`config.mk`:
```
export PLATFORM = sky130hd
export DESIGN_NAME = in_channel_ctrl
export DESIGN_NICKNAME = d
export VERILOG_FILES = /design/src/rtl/in_channel_pkg.sv /design/src/rtl/in_channel_fifo.sv /design/src/rtl/in_channel_ctrl.sv
export SDC_FILE = /design/constraint.sdc
export NUM_CORES = 1
export LEC_CHECK = 0
export BUFFER_PORTS_ARGS = -buffer_cell sky130_fd_sc_hd__buf_2
export CAP_MARGIN = 25
export CORE_MARGIN = 2
export CORE_UTILIZATION = 61
export DETAILED_ROUTE_END_ITERATION = 6
export GPL_TIMING_DRIVEN = 0
export PLACE_DENSITY = 0.87
export SYNTH_ARGS = -nofsm -noshare
export SYNTH_HDL_FRONTEND = slang
export SYNTH_SLANG_ARGS = --single-unit
```
`constraint.sdc`:
```
create_clock -name clock -period 3.8 [get_ports clock]
set_input_delay 0.38 -clock clock [delete_from_list [all_inputs] [get_ports clock]]
set_output_delay 0.38 -clock clock [all_outputs]
set_load 0.02 [all_outputs]
```
`src/rtl/in_channel_pkg.sv`:
```
// in_channel_pkg: shared word width, default depth and word type for the input channel
package in_channel_pkg;
  localparam int MEM_WIDTH = 12;
  localparam int N_IN = 16;
  typedef logic [MEM_WIDTH-1:0] word_t;
endpackage

```
`src/rtl/in_channel_fifo.sv`:
```
// in_channel_fifo: circular word buffer with wrapping pointers and occupancy count
module in_channel_fifo import in_channel_pkg::*; #(
  parameter int W = MEM_WIDTH,
  parameter int N = N_IN
) (
  input  logic                 clock,
  input  logic                 reset,
  input  logic                 push,
  input  logic                 pop,
  input  logic [W-1:0]         wdata,
  output logic [W-1:0]         rdata,
  output logic [$clog2(N):0]   count
);
  localparam int AW = $clog2(N);
  logic [W-1:0] mem [N];
  logic [AW-1:0] wptr, rptr;
  assign rdata = mem[rptr];
  always_ff @(posedge clock)
    if (push) mem[wptr] <= wdata;
  always_ff @(posedge clock) begin
    if (reset) begin
      wptr <= '0;
      rptr <= '0;
      count <= '0;
    end else begin
      if (push) wptr <= wptr + 1'b1;
      if (pop) rptr <= rptr + 1'b1;
      count <= count + (AW+1)'(push) - (AW+1)'(pop);
    end
  end
endmodule

```
`src/rtl/in_channel_ctrl.sv`:
```
// in_channel_ctrl: input channel handshake, read response and size; IN_CHANNEL_UNDERFLOW_EN enables the sticky underflow flag
module in_channel_ctrl import in_channel_pkg::*; #(
  parameter int MemoryElementWidth = MEM_WIDTH,
  parameter int NIn = N_IN
) (
  input  logic                          clock,
  input  logic                          reset,
  input  logic                          src_valid,
  input  logic [MemoryElementWidth-1:0] src_data,
  output logic                          src_ready,
  input  logic                          rd_req,
  output logic [MemoryElementWidth-1:0] rd_data,
  output logic                          rd_valid,
  output logic [MemoryElementWidth-1:0] size,
  output logic                          underflow
);
  localparam int AW = $clog2(NIn);
  logic [AW:0] count;
  logic [MemoryElementWidth-1:0] head;
  logic push, pop;
  assign src_ready = count < (AW+1)'(NIn);
  assign push = src_valid && src_ready;
  assign pop = rd_req && count != '0;
  assign size = MemoryElementWidth'(count);
  in_channel_fifo #(.W(MemoryElementWidth), .N(NIn)) u_fifo (
    .clock(clock),
    .reset(reset),
    .push(push),
    .pop(pop),
    .wdata(src_data),
    .rdata(head),
    .count(count)
  );
  always_ff @(posedge clock) begin
    if (reset) begin
      rd_data <= '0;
      rd_valid <= 1'b0;
    end else begin
      rd_valid <= pop;
      if (pop) rd_data <= head;
    end
  end
`ifdef IN_CHANNEL_UNDERFLOW_EN
  always_ff @(posedge clock)
    if (reset) underflow <= 1'b0;
    else if (rd_req && count == '0) underflow <= 1'b1;
`else
  assign underflow = 1'b0;
`endif
endmodule

```
After elaboration in Yosys (flattened, before gate mapping):

Memories as Yosys holds them, arrays and structs flattened. A register that Yosys moved wholly into a read port is not among the register bits.
Cells that the tools add are included.

* bits in latches: 0
* word-level logic and storage cells: 15
* flip-flop bits (word level): 14
* output and inout port bits: 27
* memories: 1
* bits in writable memories: 192
* bits in read-only memories: 0
* bits of input ports: 16

* bitwise operators: 0
* order comparisons: 1
* multiplexer cells: 2
* add/sub/neg operators: 4
* multiply operators: 0
* equality and inequality tests: 0
* shifts and indexed selects: 0
* reduce and logical (&&, ||, !) cells: 3
* div/mod/pow operators: 0

Memories
* u_fifo.mem: words 16, width 12, read ports 1, clocked after memory_dff 1, write ports 1, line in_channel_fifo.sv:15 `logic [W-1:0] mem [N];`

Operator list (count)
* adder 4 x 1 -> 4 bit (second input constant): 2
* adder 5 x 1 -> 5 bit: 1
* less-than comparator 5 bit (second input constant): 1
* nonzero test 5 bit: 1
* subtractor 5 x 1 -> 5 bit: 1
* logical AND 1 bit: 2
* two-way mux 1 bit: 2

Longest topological paths before layout:

Gate-level depths: netlist of the first run.

* depth in word-level cells: 4
* depth in mapped cells: 14
* gate-level depth less buffers: 13

By module:

A second synthesis of the first run with hierarchy kept.

* cell total of the unflattened synthesis: 499
* area total of the unflattened synthesis: 9024.9 µm²

Modules (own cells, without submodules)
* in_channel_fifo: area each 8109.0 µm², cells each 387, sequential area each 6105.9 µm², instances 1
* in_channel_ctrl: area each 915.9 µm², cells each 112, sequential area each 260.2 µm², instances 1

Least setup slack after synthesis of the first run:

Ideal clock, no wire load.

* path kind: reg2reg
* start: register u_fifo.count[3]
* end: register u_fifo.count[4]
* path buffers: 1
* setup time: 0.070 ns
* period minus slack after synthesis: 3.014 ns
* data arrival time: 2.944 ns
* setup slack: 0.786 ns
* cell stages (with the launch flop): 15
* data required time: 3.730 ns
* path through: dfxtp_1 -> inv_1 -> ha_1 -> or4b_4 -> nand2_1 -> inv_2 -> buf_6 -> ha_1 -> inv_1 -> ha_1 -> fa_1 -> a21oi_1 -> nor2_1 -> or3_1 -> a21oi_1

* elaborated cells between the ends (all ways): 6
* those cells by class: 2 x add/sub; 1 x order compare; 3 x reduce/logical

RTL lines
* start, declared: line in_channel_fifo.sv:12 `output logic [$clog2(N):0] count`
* start signal, assigned: line in_channel_fifo.sv:28 `count <= count + (AW+1)'(push) - (AW+1)'(pop);`
* nonzero test 5 bit: line in_channel_ctrl.sv:23 `assign pop = rd_req && count != '0;`
* logical AND 1 bit: line in_channel_ctrl.sv:23
* net pop: line in_channel_ctrl.sv:20 `logic push, pop;`
* subtractor 5 x 1 -> 5 bit: line in_channel_fifo.sv:28

The timed path passes the listed nets, and every way through them passes these cells.
A chain may end at the register's enable or synchronous reset.

Worst setup path after layout of the first run:

Ends and elaborated chain as after synthesis.

==> results of run 1 <==
registers in the layout, summed over array words and instances, names as in the netlist:
register      cells
u_fifo.wptr       4
rd_data          12
u_fifo.count      5
u_fifo.mem      192
rd_valid          1
u_fifo.rptr       4
through the flow:
step / hold WS [ps] / area [um^2]
global route: 270 / 10100
CTS: 266 / 10100
detailed placement: 548 / 9270
global placement: 535 / 9080
finish: 272 / 10100
floorplan: 479 / 8690
logic make-up (layout without fill, tap and decap cells):
kind of cell / after synthesis / after routing
fa+ha+maj: 12 / 12
compound gates: 33 / 33
buf+inv: 43 / 133
other cells: 1 / 8
flops: 218 / 218
simple gates: 60 / 60
xor+xnor: 9 / 9
mux: 74 / 74
critical path, cell delays in order (launching register included):
cell	delay (ps)
dfxtp_1	330
inv_1	80
ha_1	160
or4b_4	490
nand2_1	230
inv_2	110
buf_6	170
ha_1	280
inv_1	40
ha_1	210
fa_1	410
a21oi_1	160
nor2_1	70
or3_1	350
a21oi_1	140
synth_stat cells (2+ instances only):
cell	instances	area, um^2
nor2b_1	5	31.3
clkbuf_1	8	30.0
a21oi_1	6	30.0
xor2_1	4	35.0
buf_1	3	11.3
mux4_2	44	991
nand2b_1	2	12.5
mux2i_1	28	280
buf_2	3	15.0
mux2_2	2	22.5
nor3_1	6	30.0
nor2_1	25	93.8
dfxtp_1	26	521
ha_1	11	138
a22oi_1	4	30.0
nand3_1	5	25.0
buf_6	4	45.0
buf_4	14	105
a221oi_2	10	150
inv_1	10	37.5
xnor2_1	5	43.8
edfxtp_1	192	5770
nand4_1	2	12.5
o21bai_1	9	67.6
nand2_1	10	37.5
layout make-up:
cell class                 instances  area (um^2)
clock buffer                      30          642
tap                              180          225
fill                             823         3820
buffer                            32          206
inverter                          11         41.3
sequential                       218         6290
timing repair buffer              49          330
clock inverter                    11          149
multi-input combinational        196         2180
final timing paths:
check / slack, ps / end / startpoint / cells after the start
hold reg to reg: 560 / rd_data[0] / rd_data[0] / 2
setup / recovery: 500 / u_fifo.count[4] / u_fifo.count[3] / 14
setup reg to reg: 500 / u_fifo.count[4] / u_fifo.count[3] / 14
hold / removal: 270 / u_fifo.mem[2][5] / src_data[5] / 1
layer usage:
layer	share of wire [%]	global-route usage, %	vias to the layer above
met5	0	0	-
li1	-	-	1929
met1	39	33.3	2278
met2	51	43.1	224
met4	2.7	7.46	0
met3	7.2	4.34	47
power breakdown:
group,total (uW),internal [uW],switching (uW)
Combinational,1300,570,734
Clock,2310,1450,861
Sequential,2830,2740,89.3
Total,6440,4760,1680
==> results.md, run 1 <==
* Worst-Margin Slew at 923 ps
* Hold-fix buffers at CTS at 0
* Detailed Routing Iterations Pass 1 at 6
* Tot Pwr at 6440 uW
* Vias in the first global route at 4696
* Layout Cells excl Fill at 727
* Compound-Gate Fraction of Synth Area at 3.55%
* Crit path capture type: register
* Global-route usage over all layers at 25.1%
* Most common cell after layout, fill and taps aside: edfxtp_1
* Mux contribution to synthesized area at 14.9%
* CP Launch Type: register
* # nets final at 559
* DR WL/cell at 24.8 um
* Max Fclk at 303 MHz
* Simple-gate share of the synthesized area at 3.35%
* CP Class: register to register
* CTS tree: yes
* Share of cells above drive strength 1 at 30.5%
* H-tree depth at 1
* Starting Density at 62.4%
* Dpl ws at 552 ps
* Die Width at 123 um
* Die area at 0.0152 mm^2
* Synth cell types at 37
* Fin util at 72.5%
* Final cycle utilization of the critical path at 86.8%
* Worst clock skew at 7.48 ps
* Final setup vio count at 0
* Global-route wire length before repair at 27.3 mm
* Synth Area in XOR/XNOR at 0.910%
* GPL Wtd Cong at 0.895
* Setup WS post-layout at 501 ps
* Data required, critical path at 4220 ps
* # placed instances at 686
* Skew-Pair Late Insertion Delay at 490 ps
* Clock buffer depth at 3
* Row count at 43
* Layout area overhead at 16.1%
* Main synth FF type: edfxtp_1
* # DRC at 0
* Synthesized area per cell at 19.3 um^2
* Max-slew violation count at 0
* Crit path DAT at 3720 ps
* # diodes at 0
* Ys Warns at 0
* DRT antenna net count at 0
* Largest net degree at the start of global routing at 17
* Run status: completed
* CTS Buf Count at 23
* Via count at 4478
* Main combinational cell family by area after synthesis: multiplexers
* Initial antenna violation count at 0
* Async S/R FF share, synth at 0%
* Routed WL at 18.1 mm
* Post-synth EDFFs at 192
* Crit Path Max Fanout at 10
* Most frequent cells in the layout: edfxtp_1 (192), mux4_2 (44), buf_2 (36)
* Sequential area share after synthesis at 72.5%
* RSZ-0062 raised after global routing: no
* Drt initial violations at 464
* Chip Height at 123 um
* HPWL Detailed at 11.9 mm
* Static leakage at 0.00342 uW
* Max-slew headroom at 38.5%
* Worst min-delay path category: primary input to register
* CTS Root Cell: clkbuf_16
* Fin Setup TNS at 0 ps
* Max-Cap Viols at 0
* Mapped Area at 0.00867 mm^2
* Final hold violations at 0
* Power per Cell Area at 641 mW/mm^2
* Minimum clock period at 3300 ps
* CTS-repair resized insts at 0
* Number of vias per cell at 6.16
* CTS Sinks at 218
* Post-CTS setup buffers at 0
* Worst vdd ir at 0.521 mV
* Synth Area in Adders at 1.82%
* Clk slew on worst S/H paths at 60 ps
* Top Ports at 43
* Synthesized instance count at 450
* Total grt overflow at 0
* Core ar. at 0.0139 mm^2
* PortBufs at 33
* FF+latch count, synth at 218
Power figures use the tool's default switching activity.
==> run 2: changes to the inputs <==
- PLACE_DENSITY: 0.87 -> 0.8
==> results.md, run 2 (synthesis gave the netlist of run 1 again) <==
* Worst-Margin Slew at 1010 ps (+87.4 ps)
* Total grt overflow at 0 (unchanged)
* Routed WL at 18.2 mm (+0.89%)
* # nets final at 558 (-0.18%)
* Share of total power in sequential cells at 45.9% (+2.0 points)
* Final setup vio count at 0 (unchanged)
* Worst clock skew at 4.77 ps (-2.71 ps)
* FF-to-FF Start: u_fifo.count[3]
* Dpl ws at 502 ps (-49.4 ps)
* Share of cells above drive strength 1 at 29.7% (-0.81 points)
* Top Ports at 43 (unchanged)
* Setup WS post-layout at 445 ps (-55.9 ps)
* Max-slew headroom at 32.7% (-5.8 points)
* Hold Path End: u_fifo.rptr[2]
* CTS-repair resized insts at 0 (unchanged)
* Fin util at 71.6% (-0.87 points)
* HPWL Detailed at 12.2 mm (+2.8%)
* Vias in the first global route at 4579 (-2.5%)
* Starting Density at 62.4% (unchanged)
* CTS Buf Count at 22 (-4.3%)
* CP Launch Type: register
* Max Fclk at 298 MHz (-1.7%)
* Hold Crit Start: rd_req
* # diodes at 0 (unchanged)
* Hold Path Depth at 4 (+3)
* Number of vias per cell at 6.14 (-0.31%)
* Clk pwr share at 32.7% (-3.2 points)
* CTS tree: yes
* Core ar. at 0.0139 mm^2 (unchanged)
* Layout area overhead at 14.7%
* Max-Cap Viols at 0 (unchanged)
* Crit path DAT at 3760 ps (+40 ps)
* Logic pwr share at 21.3% (+1.1 points)
* Layout Cells excl Fill at 725 (-0.28%)
* Power per Cell Area at 619 mW/mm^2 (-3.3%)
* Largest register FFs at 192 (unchanged)
* R2R Setup Slk at 450 ps (-60 ps)
* # placed instances at 686 (unchanged)
* PortBufs at 33 (unchanged)
* Die area at 0.0152 mm^2 (unchanged)
* GPL Wtd Cong at 0.916 (+2.3%)
* R2r worst-path depth at 14 (unchanged)
* H-tree depth at 1 (unchanged)
* Final hold violations at 0 (unchanged)
* Most common cell after layout, fill and taps aside: edfxtp_1
* Clock buffer depth at 3 (unchanged)
* CTS Root Cell: clkbuf_16
* Global-route usage over all layers at 25.3% (+0.24 points)
* Initial antenna violation count at 0 (unchanged)
* Worst min-delay path category: primary input to register
* Detailed Routing Iterations Pass 1 at 5 (-1)
* Max-slew violation count at 0 (unchanged)
* # DRC at 0 (unchanged)
* Crit Path Max Fanout at 10 (unchanged)
* Largest regs: u_fifo.mem (192), rd_data (12), u_fifo.count (5)
* Post-layout instance area at 0.00994 mm^2 (-1.2%)
* Worst vdd ir at 0.408 mV (-22%)
* DR WL/cell at 25.1 um (+1.2%)
* Clk slew on worst S/H paths at 60 ps (about the same)
* Die Width at 123 um (unchanged)
* Global-route wire length before repair at 27.3 mm (+0.18%)
* Final cycle utilization of the critical path at 88.3% (+1.5 points)
* Area after DPL at 0.00927 mm^2 (about the same)
* Switch Pwr at 1670 uW (-0.87%)
* CTS Sinks at 218 (unchanged)
* Int Pwr at 4490 uW (-5.8%)
* Data required, critical path at 4210 ps (about the same)
* Most frequent cells in the layout: edfxtp_1 (192), mux4_2 (44), buf_2 (36)
* RSZ-0062 raised after global routing: no
* Static leakage at 0.00336 uW (-1.7%)
* Reg2reg end: u_fifo.count[4]
* Via count at 4452 (-0.58%)
* CP Class: register to register
* Run status: completed
* Largest net degree at the start of global routing at 17 (unchanged)
* Minimum clock period at 3350 ps (+55.9 ps)
* Crit path capture type: register
* DRT antenna net count at 0 (unchanged)
* Drt initial violations at 370 (-20%)
* Biggest register: u_fifo.mem
* Chip Height at 123 um (unchanged)
* Hold-fix buffers at CTS at 0 (unchanged)
* Net Sw Frac at 27.1% (+0.99 points)
* Row count at 43 (unchanged)
* Post-CTS setup buffers at 0 (unchanged)
* Skew-Pair Late Insertion Delay at 490 ps (about the same)
* Fin Setup TNS at 0 ps (unchanged)
## run 2: final cells by class
type                            instances  area, um^2
Multi-Input combinational cell        196        2180
Clock buffer                           31         606
Inverter                               11        41.3
Tap cell                              180         225
Fill cell                             817        3940
Buffer                                 32         206
Timing Repair Buffer                   49         334
Clock inverter                          8        61.3
Sequential cell                       218        6290
## run 2: how the worst max path moves through the flow
| stage | from | end | slack, ps | cells after the start |
|---|---|---|---|---|
| floorplan | u_fifo.count[3] | u_fifo.count[4] | 790 | 14 |
| global placement | src_valid | u_fifo.mem[2][0] | 660 | 5 |
| detailed placement | u_fifo.count[3] | u_fifo.count[4] | 500 | 14 |
| CTS | u_fifo.count[3] | u_fifo.count[4] | 470 | 14 |
| global route | u_fifo.count[3] | u_fifo.count[4] | 240 | 14 |
| finish | u_fifo.count[3] | u_fifo.count[4] | 450 | 14 |
## run 2: critical path: stages (launching register included)
cell and delay [ps]:
dfxtp_1 320, inv_1 90, ha_1 200, or4b_4 500, nand2_1 210, inv_2 120
buf_6 180, ha_1 280, inv_1 40, ha_1 210, fa_1 420, a21oi_1 140
nor2_1 60, or3_1 340, a21oi_1 160
## run 2: layer usage
layer | vias up | GRT usage, % | share of wire (%)
met3 | 39 | 4.06 | 7.2
met5 | - | 0 | 0
met2 | 203 | 42.8 | 50
li1 | 1927 | - | -
met1 | 2283 | 34.3 | 40
met4 | 0 | 8.03 | 2.9
## run 2: per-stage QoR
stage	hold slack (ps)	total power, uW
after global routing	277	6380
after CTS	263	6170
after floorplan	479	3790
final	270	6160
after global placement	544	4090
after detailed placement	541	4170
## run 2: power groups by stage
stage / combinational, uW / sequential (uW) / clock, uW
6_report: 1310 / 2830 / 2010
5_1_grt: 1410 / 2840 / 2130
4_1_cts: 1320 / 2830 / 2030
3_5_place_dp: 1300 / 2870 / 0
3_3_place_gp: 1230 / 2860 / 0
2_1_floorplan: 864 / 2920 / 0
